===== src/rtl/alu_pkg.sv =====
// Shared constants and types for the sequential HACK-style ALU.
package alu_pkg;

   localparam logic [1:0] MODE_HACK  = 2'b00;
   localparam logic [1:0] MODE_SHIFT = 2'b01;
   localparam logic [1:0] MODE_MUL   = 2'b10;

   localparam logic [1:0] SH_SHL = 2'b00;
   localparam logic [1:0] SH_SHR = 2'b01;
   localparam logic [1:0] SH_SAR = 2'b10;
   localparam logic [1:0] SH_ROL = 2'b11;

   localparam int CTL_ZX = 5;
   localparam int CTL_NX = 4;
   localparam int CTL_ZY = 3;
   localparam int CTL_NY = 2;
   localparam int CTL_F  = 1;
   localparam int CTL_NO = 0;

   typedef enum logic [1:0] {
      IDLE = 2'd0,
      BUSY = 2'd1,
      DONE = 2'd2
   } state_e;

endpackage


===== src/rtl/hack_alu_core.sv =====
// Combinational six-stage HACK ALU function at arbitrary width.
module hack_alu_core
   import alu_pkg::*;
#(
   parameter int WIDTH = 16
) (
   input  logic [WIDTH-1:0] x_i,
   input  logic [WIDTH-1:0] y_i,
   input  logic [5:0]       ctl_i,
   output logic [WIDTH-1:0] out_o
);

   logic [WIDTH-1:0] xz, xn, yz, yn, fr;

   always_comb begin
      xz    = ctl_i[CTL_ZX] ? '0 : x_i;
      xn    = ctl_i[CTL_NX] ? ~xz : xz;
      yz    = ctl_i[CTL_ZY] ? '0 : y_i;
      yn    = ctl_i[CTL_NY] ? ~yz : yz;
      fr    = ctl_i[CTL_F] ? (xn + yn) : (xn & yn);
      out_o = ctl_i[CTL_NO] ? ~fr : fr;
   end

endmodule


===== src/rtl/alu_seq.sv =====
// Handshaked ALU: single-cycle HACK/shift ops, iterative shift-add multiply,
// registered result held under valid/ready.
module alu_seq
   import alu_pkg::*;
#(
   parameter int WIDTH  = 16,
   parameter bit MUL_EN = 1'b1
) (
   input  logic             clk,
   input  logic             rst_n,
   input  logic             in_valid,
   output logic             in_ready,
   input  logic [1:0]       mode,
   input  logic [5:0]       ctl,
   input  logic [WIDTH-1:0] x,
   input  logic [WIDTH-1:0] y,
   output logic             out_valid,
   input  logic             out_ready,
   output logic [WIDTH-1:0] out,
   output logic             zr,
   output logic             ng,
   output logic             ovf
);

   localparam int CNT_W = $clog2(WIDTH);
   localparam logic [CNT_W-1:0] CNT_LAST = CNT_W'(WIDTH - 1);

   state_e             state_q;
   logic [CNT_W-1:0]   cnt_q;
   logic [2*WIDTH-1:0] mcand_q, acc_q, acc_d;
   logic [WIDTH-1:0]   mplr_q;
   logic [WIDTH-1:0]   out_q;
   logic               zr_q, ng_q, ovf_q;

   logic [WIDTH-1:0]   hack_res, shf_res, single_res;
   logic [2*WIDTH-1:0] rol_w;
   logic [CNT_W-1:0]   amt;
   logic               accept, is_mul;

   hack_alu_core #(.WIDTH(WIDTH)) u_hack (
      .x_i   (x),
      .y_i   (y),
      .ctl_i (ctl),
      .out_o (hack_res)
   );

   // Rotate done on a doubled word so amount 0 needs no special case.
   always_comb begin
      amt   = y[CNT_W-1:0];
      rol_w = {x, x} << amt;
      case (ctl[1:0])
         SH_SHL:  shf_res = x << amt;
         SH_SHR:  shf_res = x >> amt;
         SH_SAR:  shf_res = $unsigned($signed(x) >>> amt);
         default: shf_res = rol_w[2*WIDTH-1:WIDTH];
      endcase
      single_res = (mode == MODE_SHIFT) ? shf_res : hack_res;
   end

   assign in_ready = (state_q == IDLE) || (state_q == DONE && out_ready);
   assign accept   = in_valid && in_ready;
   assign is_mul   = MUL_EN && (mode == MODE_MUL);
   assign acc_d    = acc_q + (mplr_q[0] ? mcand_q : '0);

   always_ff @(posedge clk or negedge rst_n) begin
      if (!rst_n) begin
         state_q <= IDLE;
         cnt_q   <= '0;
         mcand_q <= '0;
         mplr_q  <= '0;
         acc_q   <= '0;
         out_q   <= '0;
         zr_q    <= 1'b0;
         ng_q    <= 1'b0;
         ovf_q   <= 1'b0;
      end else begin
         case (state_q)
            IDLE, DONE: begin
               if (accept) begin
                  if (is_mul) begin
                     state_q <= BUSY;
                     cnt_q   <= '0;
                     mcand_q <= {{WIDTH{1'b0}}, x};
                     mplr_q  <= y;
                     acc_q   <= '0;
                  end else begin
                     state_q <= DONE;
                     out_q   <= single_res;
                     zr_q    <= (single_res == '0);
                     ng_q    <= single_res[WIDTH-1];
                     ovf_q   <= 1'b0;
                  end
               end else if (state_q == DONE && out_ready) begin
                  state_q <= IDLE;
               end
            end
            BUSY: begin
               acc_q   <= acc_d;
               mcand_q <= mcand_q << 1;
               mplr_q  <= mplr_q >> 1;
               cnt_q   <= cnt_q + 1'b1;
               if (cnt_q == CNT_LAST) begin
                  state_q <= DONE;
                  cnt_q   <= '0;
                  out_q   <= acc_d[WIDTH-1:0];
                  zr_q    <= (acc_d[WIDTH-1:0] == '0);
                  ng_q    <= acc_d[WIDTH-1];
                  ovf_q   <= |acc_d[2*WIDTH-1:WIDTH];
               end
            end
            default: state_q <= IDLE;
         endcase
      end
   end

   assign out_valid = (state_q == DONE);
   assign out       = out_q;
   assign zr        = zr_q;
   assign ng        = ng_q;
   assign ovf       = ovf_q;

endmodule

===== config.mk =====
export PLATFORM = sky130hd
export DESIGN_NAME = alu_seq
export DESIGN_NICKNAME = d
export VERILOG_FILES = /design/src/rtl/alu_pkg.sv /design/src/rtl/hack_alu_core.sv /design/src/rtl/alu_seq.sv
export SDC_FILE = /design/constraint.sdc
export NUM_CORES = 1
export LEC_CHECK = 0
export ABC_AREA = 1
export BUFFER_PORTS_ARGS = -buffer_cell sky130_fd_sc_hd__buf_2
export CAP_MARGIN = 20
export CORE_MARGIN = 2
export CORE_UTILIZATION = 30
export CTS_CLUSTER_SIZE = 12
export DETAILED_ROUTE_END_ITERATION = 8
export GPL_ROUTABILITY_DRIVEN = 0
export PLACE_DENSITY_LB_ADDON = 0.08
export REMOVE_ABC_BUFFERS = 1
export SYNTH_ARGS = -nofsm -noshare
export SYNTH_HDL_FRONTEND = slang
export SYNTH_SLANG_ARGS = --single-unit

===== constraint.sdc =====
create_clock -name clk -period 3.5 [get_ports clk]
set_input_delay 0.7 -clock clk [delete_from_list [all_inputs] [get_ports clk]]
set_output_delay 0.7 -clock clk [all_outputs]
set_load 0.05 [all_outputs]

==> metrics.md <==
| Metric | Value |
|---|---|
| Final setup fails | 0 |
| Met3 usage | 2.19% |
| Clk buf depth | 2 |
| PwrDens | 667 nW/um^2 |
| Avg Vias per Cell | 4.98 |
| Asr flop ratio synth | 100% |
| Distinct cells, synth | 45 |
| Clk root buf | clkbuf_16 |
| Initial antenna violation count | 0 |
| Total number of vias | 11,000 |
| Hold slack | 0.353 ns |
| Leakage power | 0.00632 uW |
| Worst slew pin tran | 0.773 ns |
| Per-cell routed wire length | 17.5 um |
| Layout cell share with drive strength beyond 1 | 10.0% |
| GR Util All Layers | 21.8% |
| Synthesized flop and latch total | 104 |
| Synth Area in XOR/XNOR | 5.04% |
| Final min period | 3.16 ns |
| Finished Core Util | 34.2% |
| Final WL | 38,800 um |
| # IOs | 65 |
| Worst hold-check path type | primary input to asynchronous set/reset pin |
| Worst Setup Path Type | primary input to flip-flop |
| Worst EP required | 3.81 ns |
| Placed insts | 2,197 |
| Nets@finish | 1,847 |
| Cts repair resizes | 0 |
| Critical path endpoint category | flip-flop |
| Remaining antenna violation count | 0 |
| Syn Inst Count | 1,693 |
| Via count of the first global-routing pass | 10,800 |
| Max Freq | 0.316 GHz |
| Synthesis-to-finish area growth | 12.9% |
| Final Hold Viols | 0 |
| Syn_area_per_cell | 6.15 sq um |
| GR Util met1 | 28.0% |
| Mux cell area share after synthesis | 0.0961% |
| Post-CTS Setup Bufs | 0 |
| H-tree depth | 3 |
| 1st-iter DRT viols | 686 |
| First-pass GRT wire length | 61,500 um |
| Sink Count | 104 |
| Clk pin slew, worst setup/hold paths | 0.08 ns |
| Post-Synth Adder-Cell Area | 6.15% |
| Clock Latency Late Sink | 0.38 ns |
| Unrepaired setup endpoints after global routing | no |
| CTS buffer count | 9 |
| # diodes | 0 |
| Critical Path Start Type | primary input |
| Post-Synth Simple-Gate Area | 38.4% |
| Max-Cap Viols | 0 |
| Max-slew violation count | 0 |
| Area of the die | 36,200 sq um |
| Arrival time at the worst endpoint | 3.47 ns |
| Largest family of logic cells by synthesized area | simple AND/OR/NAND/NOR gates |
| 1st-pass router iterations | 5 |
| CTS tree | done |
| Critical path fanouts, max | 7 |
| Layout Cells excl Fill | 2,213 |
| Outcome | complete, no violations |
| Setup ws final | 0.336 ns |
| Part of the Yosys area used for sequential elements | 25.0% |
| Max VDD drop | 0.349 mV |
| Count of flip-flops with a built-in enable after synthesis | 0 |
| Die height | 190 um |
| Pre-CTS setup slack | -0.120 ns |
| R2R Path Start | mplr_q[0] |
| Initial core utilization | 30.3% |
| Worst clock skew | 0.0162 ns |
| Yosys warns | 0 |
| Area of the mapped netlist | 10,400 sq um |
| DP HPWL | 30,600 um |
| IO buf count | 64 |
| Global route overflow | 0 |
| Grt met2 use | 39.1% |
| # DRC | 0 |
| Most used routing layer | met2 |
| Core ar. | 34,400 sq um |
| Row count | 68 |
| CTS Hold Bufs | 0 |
| Critical path origin | ctl[5] |
| Tcrit/Tclk final | 90.4% |
| Pin count of the biggest net entering global routing | 66 |
| Synth Area in Compound Gates | 14.3% |
| Setup TNS | 0 ns |
| Ys flop type | dfrtp_1 |
| Die W | 190 um |
| Max_slew headroom | 48.4% |
==> sequential cells by signal (all words and copies together) (netlist names) <==
signal and flops:
state_q 2, acc_q 32, mcand_q 32, mplr_q 16
zr 1, ovf 1, cnt_q 4, out 16
==> Yosys cell counts (5+ instances only) <==
| master | n | area, sq um |
|---|---|---|
| a21boi_0 | 7 | 52.6 |
| a21o_1 | 5 | 37.5 |
| a21oi_1 | 77 | 385 |
| a31oi_1 | 5 | 31.3 |
| buf_1 | 16 | 60.1 |
| buf_2 | 22 | 110 |
| clkbuf_1 | 34 | 128 |
| dfrtp_1 | 104 | 2600 |
| ha_1 | 48 | 601 |
| inv_1 | 200 | 751 |
| inv_2 | 5 | 18.8 |
| nand2_1 | 542 | 2030 |
| nand2_2 | 6 | 37.5 |
| nand3_1 | 253 | 1270 |
| nand3_2 | 9 | 90.1 |
| nand3b_1 | 5 | 37.5 |
| nand4_1 | 6 | 37.5 |
| nor2_1 | 86 | 323 |
| nor3_1 | 9 | 45.0 |
| nor4_1 | 6 | 37.5 |
| o211ai_1 | 37 | 278 |
| o21a_1 | 6 | 45.0 |
| o21ai_0 | 78 | 390 |
| o21ai_1 | 20 | 100 |
| o22ai_1 | 16 | 100 |
| xnor2_1 | 10 | 87.6 |
| xor2_1 | 50 | 438 |
==> layout by cell type (no fill, tap or decap), drive strengths merged, types with 3 or more instances in the layout <==
cell,count
nand3b,5
xor2,50
nand2,552
clkbuf,11
a21boi,7
a31oi,5
nand3,262
nand4,6
o21a,6
nor3,9
o21bai,4
o21ai,98
or2,4
ha,48
a21oi,79
o211ai,37
clkinv,3
buf,127
dfrtp,104
o22ai,16
xnor2,10
nor4,6
inv,207
nor2,86
a21o,5
==> cell type report <==
cell class | count | area (sq um)
flip-flops and latches | 104 | 2600
repair buffers | 127 | 858
fillers | 3967 | 22600
multi-input cells | 1304 | 6680
well taps | 455 | 569
clock inverters | 5 | 41.3
inverters | 207 | 786
clock buffers | 11 | 233
==> kinds of logic (layout without fill, tap and decap cells) <==
kind of cell,after synthesis,in the layout
compound gates,260,260
xor+xnor,60,60
fa+ha+maj,50,50
buf+inv,285,350
flops,104,104
mux,1,1
simple gates,933,933
==> metal layers <==
metal / vias up / part of all wire [%]
li1: 5648 / -
met1: 5144 / 45
met2: 199 / 50
met3: 27 / 3.1
met4: 0 / 2.1
met5: - / 0
==> critical path, stage by stage <==
cell and delay, ns:
buf_2 0.10, clkinvlp_4 0.18, buf_4 0.21, nand2_1 0.08
xor2_1 0.15, inv_1 0.06, ha_1 0.36, nand2_1 0.12
nor2_1 0.23, nand3_1 0.17, nand3_1 0.11, nand2_1 0.07
nand3_1 0.07, nand3_1 0.06, nand3_1 0.10, nand2_1 0.15
nor2_1 0.18, nand2_1 0.07, nor2_1 0.08, nand3_1 0.08
a21oi_1 0.12
==> power breakdown <==
| part | switching, uW | leakage [uW] | total (uW) | internal (uW) |
|---|---|---|---|---|
| registers | 312 | 0.00134 | 2050 | 1730 |
| logic | 3240 | 0.00485 | 4800 | 1560 |
| clock network | 514 | 0.000132 | 1010 | 492 |
| total | 4070 | 0.00632 | 7860 | 3780 |
==> worst paths after layout <==
path	endpoint	slack, ns	cells after the start
setup / recovery	zr	0.34	21
hold / removal	mcand_q[18]	0.35	1
setup reg to reg	ovf	0.40	18
hold reg to reg	out[0]	0.48	2
max in group asynchronous	mcand_q[0]	2.40	2
min in group clk	out[0]	0.48	2
==> per-stage QoR <==
step	instance area [sq um]	power (uW)
CTS	11800	7970
floorplan	10100	5350
global placement	11500	6910
detailed placement	11500	6910
global route	11800	8660
finish	11800	7860
No activity file was read; power rests on OpenSTA's default activity.
